### src/rtl/nn_pkg.sv
// Shared definitions for the neuron datapath: controller states, the default data
// width and a signed saturation helper used wherever a wide sum is narrowed.
package nn_pkg;

  localparam int NN_DATA_W = 8;

  typedef enum logic [2:0] {
    ST_IDLE,
    ST_RUN,
    ST_DRAIN,
    ST_BIAS,
    ST_OUT
  } mac_state_e;

  // Clamp a signed value into the range representable by a signed word of 'width' bits.
  function automatic logic signed [63:0] sat_signed(input logic signed [63:0] value,
                                                    input int width);
    logic signed [63:0] max_v;
    logic signed [63:0] min_v;
    logic signed [63:0] res;
    max_v = (64'sd1 <<< (width - 1)) - 64'sd1;
    min_v = -(64'sd1 <<< (width - 1));
    res   = value;
    if (value > max_v) res = max_v;
    if (value < min_v) res = min_v;
    return res;
  endfunction

endpackage

### src/rtl/mac_out_stage.sv
// Output conditioning for a finished neuron sum: arithmetic shift, optional ReLU,
// then saturation to the signed result width. Purely combinational.
module mac_out_stage
  import nn_pkg::*;
#(
  parameter int ACC_W  = 21,
  parameter int DATA_W = NN_DATA_W,
  parameter int SHIFT  = 0,
  parameter int RELU   = 1
) (
  input  logic signed [ACC_W-1:0]  acc_in,
  output logic signed [DATA_W-1:0] result_out
);

  logic signed [ACC_W-1:0] shifted;

  always_comb begin
    shifted = acc_in >>> SHIFT;
    if ((RELU != 0) && shifted[ACC_W-1]) shifted = '0;
    result_out = DATA_W'(sat_signed(64'(shifted), DATA_W));
  end

endmodule

### src/rtl/neuron_mac_ctrl.sv
// Sequencer for one neuron on a shared external multiplier: streams N_INPUTS x/w
// pairs through a two-stage read/multiply pipeline, adds bias and emits a saturated result.
module neuron_mac_ctrl
  import nn_pkg::*;
#(
  parameter int N_INPUTS = 16,
  parameter int DATA_W   = NN_DATA_W,
  parameter int ADDR_W   = (N_INPUTS > 1) ? $clog2(N_INPUTS) : 1,
  parameter int ACC_W    = 2 * DATA_W + ADDR_W + 1,
  parameter int SHIFT    = 0,
  parameter int RELU     = 1
) (
  input  logic                     clk,
  input  logic                     rst,
  input  logic                     start,
  input  logic signed [ACC_W-1:0]  bias,
  output logic                     busy,
  output logic                     done,
  output logic signed [DATA_W-1:0] result,
  output logic [ADDR_W-1:0]        rd_addr,
  input  logic signed [DATA_W-1:0] x_data,
  input  logic signed [DATA_W-1:0] w_data,
  output logic signed [DATA_W-1:0] mult_a,
  output logic signed [DATA_W-1:0] mult_b,
  input  logic signed [2*DATA_W-1:0] mult_p
);

  localparam logic [ADDR_W-1:0] LAST_ADDR = ADDR_W'(N_INPUTS - 1);

  mac_state_e                state_q, state_d;
  logic [ADDR_W-1:0]         addr_q, addr_d;
  logic                      drain_q, drain_d;
  logic                      data_vld_q, data_vld_d;
  logic                      prod_vld_q, prod_vld_d;
  logic                      done_q, done_d;
  logic signed [2*DATA_W-1:0] prod_q, prod_d;
  logic signed [ACC_W-1:0]   acc_q, acc_d;
  logic signed [ACC_W-1:0]   bias_q, bias_d;
  logic signed [DATA_W-1:0]  result_q, result_d;
  logic signed [DATA_W-1:0]  out_val;
  logic                      accept;

  assign accept = (state_q == ST_IDLE) && start;

  always_comb begin
    state_d = state_q;
    addr_d  = addr_q;
    drain_d = 1'b0;
    unique case (state_q)
      ST_IDLE: begin
        addr_d = '0;
        if (start) state_d = ST_RUN;
      end
      ST_RUN: begin
        if (addr_q == LAST_ADDR) state_d = ST_DRAIN;
        else                     addr_d  = addr_q + ADDR_W'(1);
      end
      // Two cycles let the final pair clear the memory read and product register.
      ST_DRAIN: begin
        drain_d = ~drain_q;
        if (drain_q) state_d = ST_BIAS;
      end
      ST_BIAS: state_d = ST_OUT;
      ST_OUT: begin
        state_d = ST_IDLE;
        addr_d  = '0;
      end
      default: state_d = ST_IDLE;
    endcase
  end

  always_comb begin
    data_vld_d = (state_q == ST_RUN);
    prod_vld_d = data_vld_q;
    prod_d     = data_vld_q ? mult_p : prod_q;
    bias_d     = accept ? bias : bias_q;
    acc_d      = acc_q;
    if (accept)                  acc_d = '0;
    else if (state_q == ST_BIAS) acc_d = acc_q + bias_q;
    else if (prod_vld_q)         acc_d = acc_q + ACC_W'(prod_q);
    done_d     = (state_q == ST_OUT);
    result_d   = (state_q == ST_OUT) ? out_val : result_q;
  end

  mac_out_stage #(
    .ACC_W (ACC_W),
    .DATA_W(DATA_W),
    .SHIFT (SHIFT),
    .RELU  (RELU)
  ) u_out_stage (
    .acc_in    (acc_q),
    .result_out(out_val)
  );

  always_ff @(posedge clk) begin
    if (rst) begin
      state_q    <= ST_IDLE;
      addr_q     <= '0;
      drain_q    <= 1'b0;
      data_vld_q <= 1'b0;
      prod_vld_q <= 1'b0;
      prod_q     <= '0;
      acc_q      <= '0;
      bias_q     <= '0;
      done_q     <= 1'b0;
      result_q   <= '0;
    end else begin
      state_q    <= state_d;
      addr_q     <= addr_d;
      drain_q    <= drain_d;
      data_vld_q <= data_vld_d;
      prod_vld_q <= prod_vld_d;
      prod_q     <= prod_d;
      acc_q      <= acc_d;
      bias_q     <= bias_d;
      done_q     <= done_d;
      result_q   <= result_d;
    end
  end

  assign busy    = (state_q != ST_IDLE);
  assign done    = done_q;
  assign result  = result_q;
  assign rd_addr = addr_q;
  assign mult_a  = x_data;
  assign mult_b  = w_data;

endmodule

### config.mk
export PLATFORM = sky130hd
export DESIGN_NAME = neuron_mac_ctrl
export DESIGN_NICKNAME = d
export VERILOG_FILES = /design/src/rtl/nn_pkg.sv /design/src/rtl/mac_out_stage.sv /design/src/rtl/neuron_mac_ctrl.sv
export SDC_FILE = /design/constraint.sdc
export NUM_CORES = 1
export LEC_CHECK = 0
export CAP_MARGIN = 40
export CORE_ASPECT_RATIO = 1.25
export CORE_MARGIN = 8
export CORE_UTILIZATION = 52
export DETAILED_ROUTE_END_ITERATION = 8
export PLACE_DENSITY_LB_ADDON = 0.1
export SLEW_MARGIN = 25
export SYNTH_ARGS = -nofsm -noshare
export SYNTH_HDL_FRONTEND = slang
export SYNTH_SLANG_ARGS = --single-unit
export TNS_END_PERCENT = 10
### constraint.sdc
create_clock -name clk -period 4.5 [get_ports clk]
set_clock_uncertainty 0.15 [all_clocks]
set_input_delay 0.9 -clock clk [delete_from_list [all_inputs] [get_ports clk]]
set_output_delay 0.9 -clock clk [all_outputs]
set_load 0.05 [all_outputs]
==> results.yml <==
grt:
  grt_pass1_vias: 3579
  globalRouteOverflowTotal: 0
  antenna_found_initial: 0
  grt_max_degree: 55
  grt_pass1_wl_mm: 16.57
  grt.total_usage_pct: 18.81
timing:
  hold_viol: 0
  hold-worst-slack_ns: 0.2755
  layout_setup_ws_ns: 0.8446
  final-setup-viol-count: 0
  rsz0062_at_grt: "false"
  fin_crit_sh_pct: 81.23
  worst_pin_slew_ns: 0.6813
  setup_tns_ns: 0
  drv_slew: 0
  clock.fmax_mhz: 273.6
  period_minus_slack_ns: 3.655
  timing.slew.headroom_pct: 54.41
synth:
  ys_ff_latch: 77
  synth-main-ff-cell: "dfxtp_1"
  syn_inst: 536
  synth-edff-count: 0
  synth_area_sq_um: 4159
  syn_nets: 614
  seq_area_frac_synth_pct: 37.06
  yosysWarnings: 0
  async_reset_ff_share_pct: 0
  syn_avg_cell_area_sq_um: 7.759
  synth_cell_types: 55
die:
  dieArea_sq_um: 11130
  die_w_microns: 95.99
  core_area_sq_um: 7792
  pin_count: 86
  rows: 36
  die_h_microns: 116.0
  start_util_pct: 53.37
drt:
  final_antenna_net_count: 0
  avgRoutedWirePerCell_microns: 15.67
  route.detailed.drc: 0
  first_iter_violations: 146
  first_pass_iters: 6
  vias: 3687
  via_per_inst: 5.544
  wl_mm: 10.42
power_and_ir_drop:
  ir_drop_mv: 0.1785
  p_leak_nw: 2.038
  pwr_density_cell_nw_per_um2: 300.8
clock_tree:
  clock-sinks: 77
  cts_resized: 0
  clock_latency_ns: 0.36
  cts_root_buf: "clkbuf_8"
  cts_tree: "done"
  numCtsBuffers: 9
  cts.hold.buffers_added: 0
  cts_buffer_depth: 2
  postCtsSetupRepairBufs: 0
  htreeDepth: 3
  clk_pin_slew_ns: 0.09
setup_path:
  crit_start: "state_q[1]"
  required_ns: 4.59
  rr_worst_depth: 13
  end_kind: "register"
  cpPeakStageDelay_ns: 0.51
  critical_path_class: "reg -> reg"
  crit_path_start_kind: "register"
  cp_cell_sequence: "and3b_1, nand2_1, nand2_1, ha_1, inv_1, fa_1, and2b_1, o2111ai_1, a21boi_2, o2111ai_1, a21oi_1, nor2_1, or3_1"
  worstPathMaxFanout: 14
  arrival_ns: 3.75
  cpMaxStageDelayCell: "dfxtp_1"
  timing.rr.start: "state_q[1]"
place:
  place_inst: 648
  dp.final_hpwl_mm: 7.854
  place_congestion: 0.9040
  io_buffers: 53
  dp_slack_ns: 0.9118
layout:
  n_fill_cell: 746
  regArea_sq_um: 1541
  num_antenna_cells: 0
  drive_above_1_share_pct: 6.491
  instances_no_fill: 665
  nets: 643
  multiInputGateArea_sq_um: 2365
  area_delta_synth_final_pct: 15.97
hold_path:
  min_path_cells: 1
  min-delay-start: "drain_q"
  hp-class: "reg -> reg"
outcome:
  status: "finished, final reports clean"
flow_run:
  max_cap_violations: 0
-- final cells by class --
class	count	area share, %
clock buffers	9	2.568
clock inverters	7	1.219
well taps	95	2.464
inverters	8	0.6226
flip-flops and latches	77	31.96
multi-input cells	409	49.03
repair buffers	60	12.14
-- worst max-delay path, delay by kind of cell, from the launching register on --
kind	cells	cell delay, ns
AOI/OAI and AO/OA	4	0.90
buffers and inverters	1	0.06
DFF	1	0.51
adders and majority gates	2	0.56
and+or+nand+nor	6	1.34
-- flip-flops by register name, summed over array words and instances (netlist names) --
name	flops
state_q	3
bias_q	21
result	8
prod_q	16
acc_q	21
prod_vld_q	1
drain_q	1
data_vld_q	1
rd_addr	4
done	1
-- cell families (layout without fill, tap and decap cells) --
kind of cell	Yosys count	after routing	synth area share (%)
compound gates	114	114	17.42
xor+xnor	10	10	2.106
fa+ha+maj	22	22	6.799
buf+inv	50	84	6.077
flops	77	77	37.06
mux	19	19	4.603
simple gates	244	244	25.93
-- report_power, final --
group          leakage [nW]  total (W)  internal, W  switching (W)
Clock                0.0921   0.000493     0.000209       0.000284
Sequential            0.625   0.000736     0.000711      0.0000251
Combinational          1.32   0.000222    0.0000973       0.000125
-- synth_stat cells, drive strengths merged (5+ instances only) --
| master | n | area [sq um] |
|---|---|---|
| a211oi | 5 | 37.54 |
| a21o | 14 | 105.1 |
| a21oi | 55 | 286.5 |
| buf | 21 | 143.9 |
| clkbuf | 21 | 78.83 |
| dfxtp | 77 | 1541 |
| ha | 21 | 262.8 |
| inv | 8 | 30.03 |
| mux2i | 18 | 180.2 |
| nand2 | 126 | 473.0 |
| nand3 | 8 | 40.04 |
| nor2 | 58 | 217.7 |
| nor3 | 15 | 75.07 |
| o21ai | 14 | 70.07 |
| or3 | 5 | 32.53 |
| xnor2 | 6 | 52.55 |
-- per-layer routing --
metal  wire, microns  global-route usage, %
met1            4489                  20.79
met2            5121                  32.73
met3             472                  4.407
met4             334                  8.941
met5               0                      0
-- path summary, 6_finish.rpt --
kind	to	slack [ns]
setup / recovery	acc_q[18]	0.84
hold / removal	drain_q	0.28
setup reg to reg	acc_q[18]	0.84
hold reg to reg	drain_q	0.28
-- placed cells by master, fill, tap and decap left out, types with 5 or more instances in the layout --
| master | netlist | layout |
|---|---|---|
| nand2_1 | 126 | 126 |
| dfxtp_1 | 77 | 77 |
| nor2_1 | 58 | 58 |
| a21oi_1 | 54 | 54 |
| clkdlybuf4s50_1 | 0 | 52 |
| ha_1 | 21 | 21 |
| mux2i_1 | 18 | 18 |
| nor3_1 | 15 | 15 |
| a21o_1 | 14 | 14 |
| o21ai_0 | 14 | 14 |
| clkbuf_8 | 0 | 9 |
| inv_1 | 8 | 8 |
| nand3_1 | 8 | 8 |
| xnor2_1 | 6 | 6 |
| a211oi_1 | 5 | 5 |
| buf_4 | 16 | 5 |
-- per-stage QoR --
stage | util (%) | area (sq um) | total power, W
6_report | 61.90 | 4823 | 0.001451
5_1_grt | 61.90 | 4823 | 0.001513
4_1_cts | 61.75 | 4812 | 0.001457
3_5_place_dp | 59.41 | 4629 | 0.0009724
3_3_place_gp | 59.26 | 4618 | 0.0009665
2_1_floorplan | - | 4159 | 0.0009286
(Power assumes the default switching activity.)
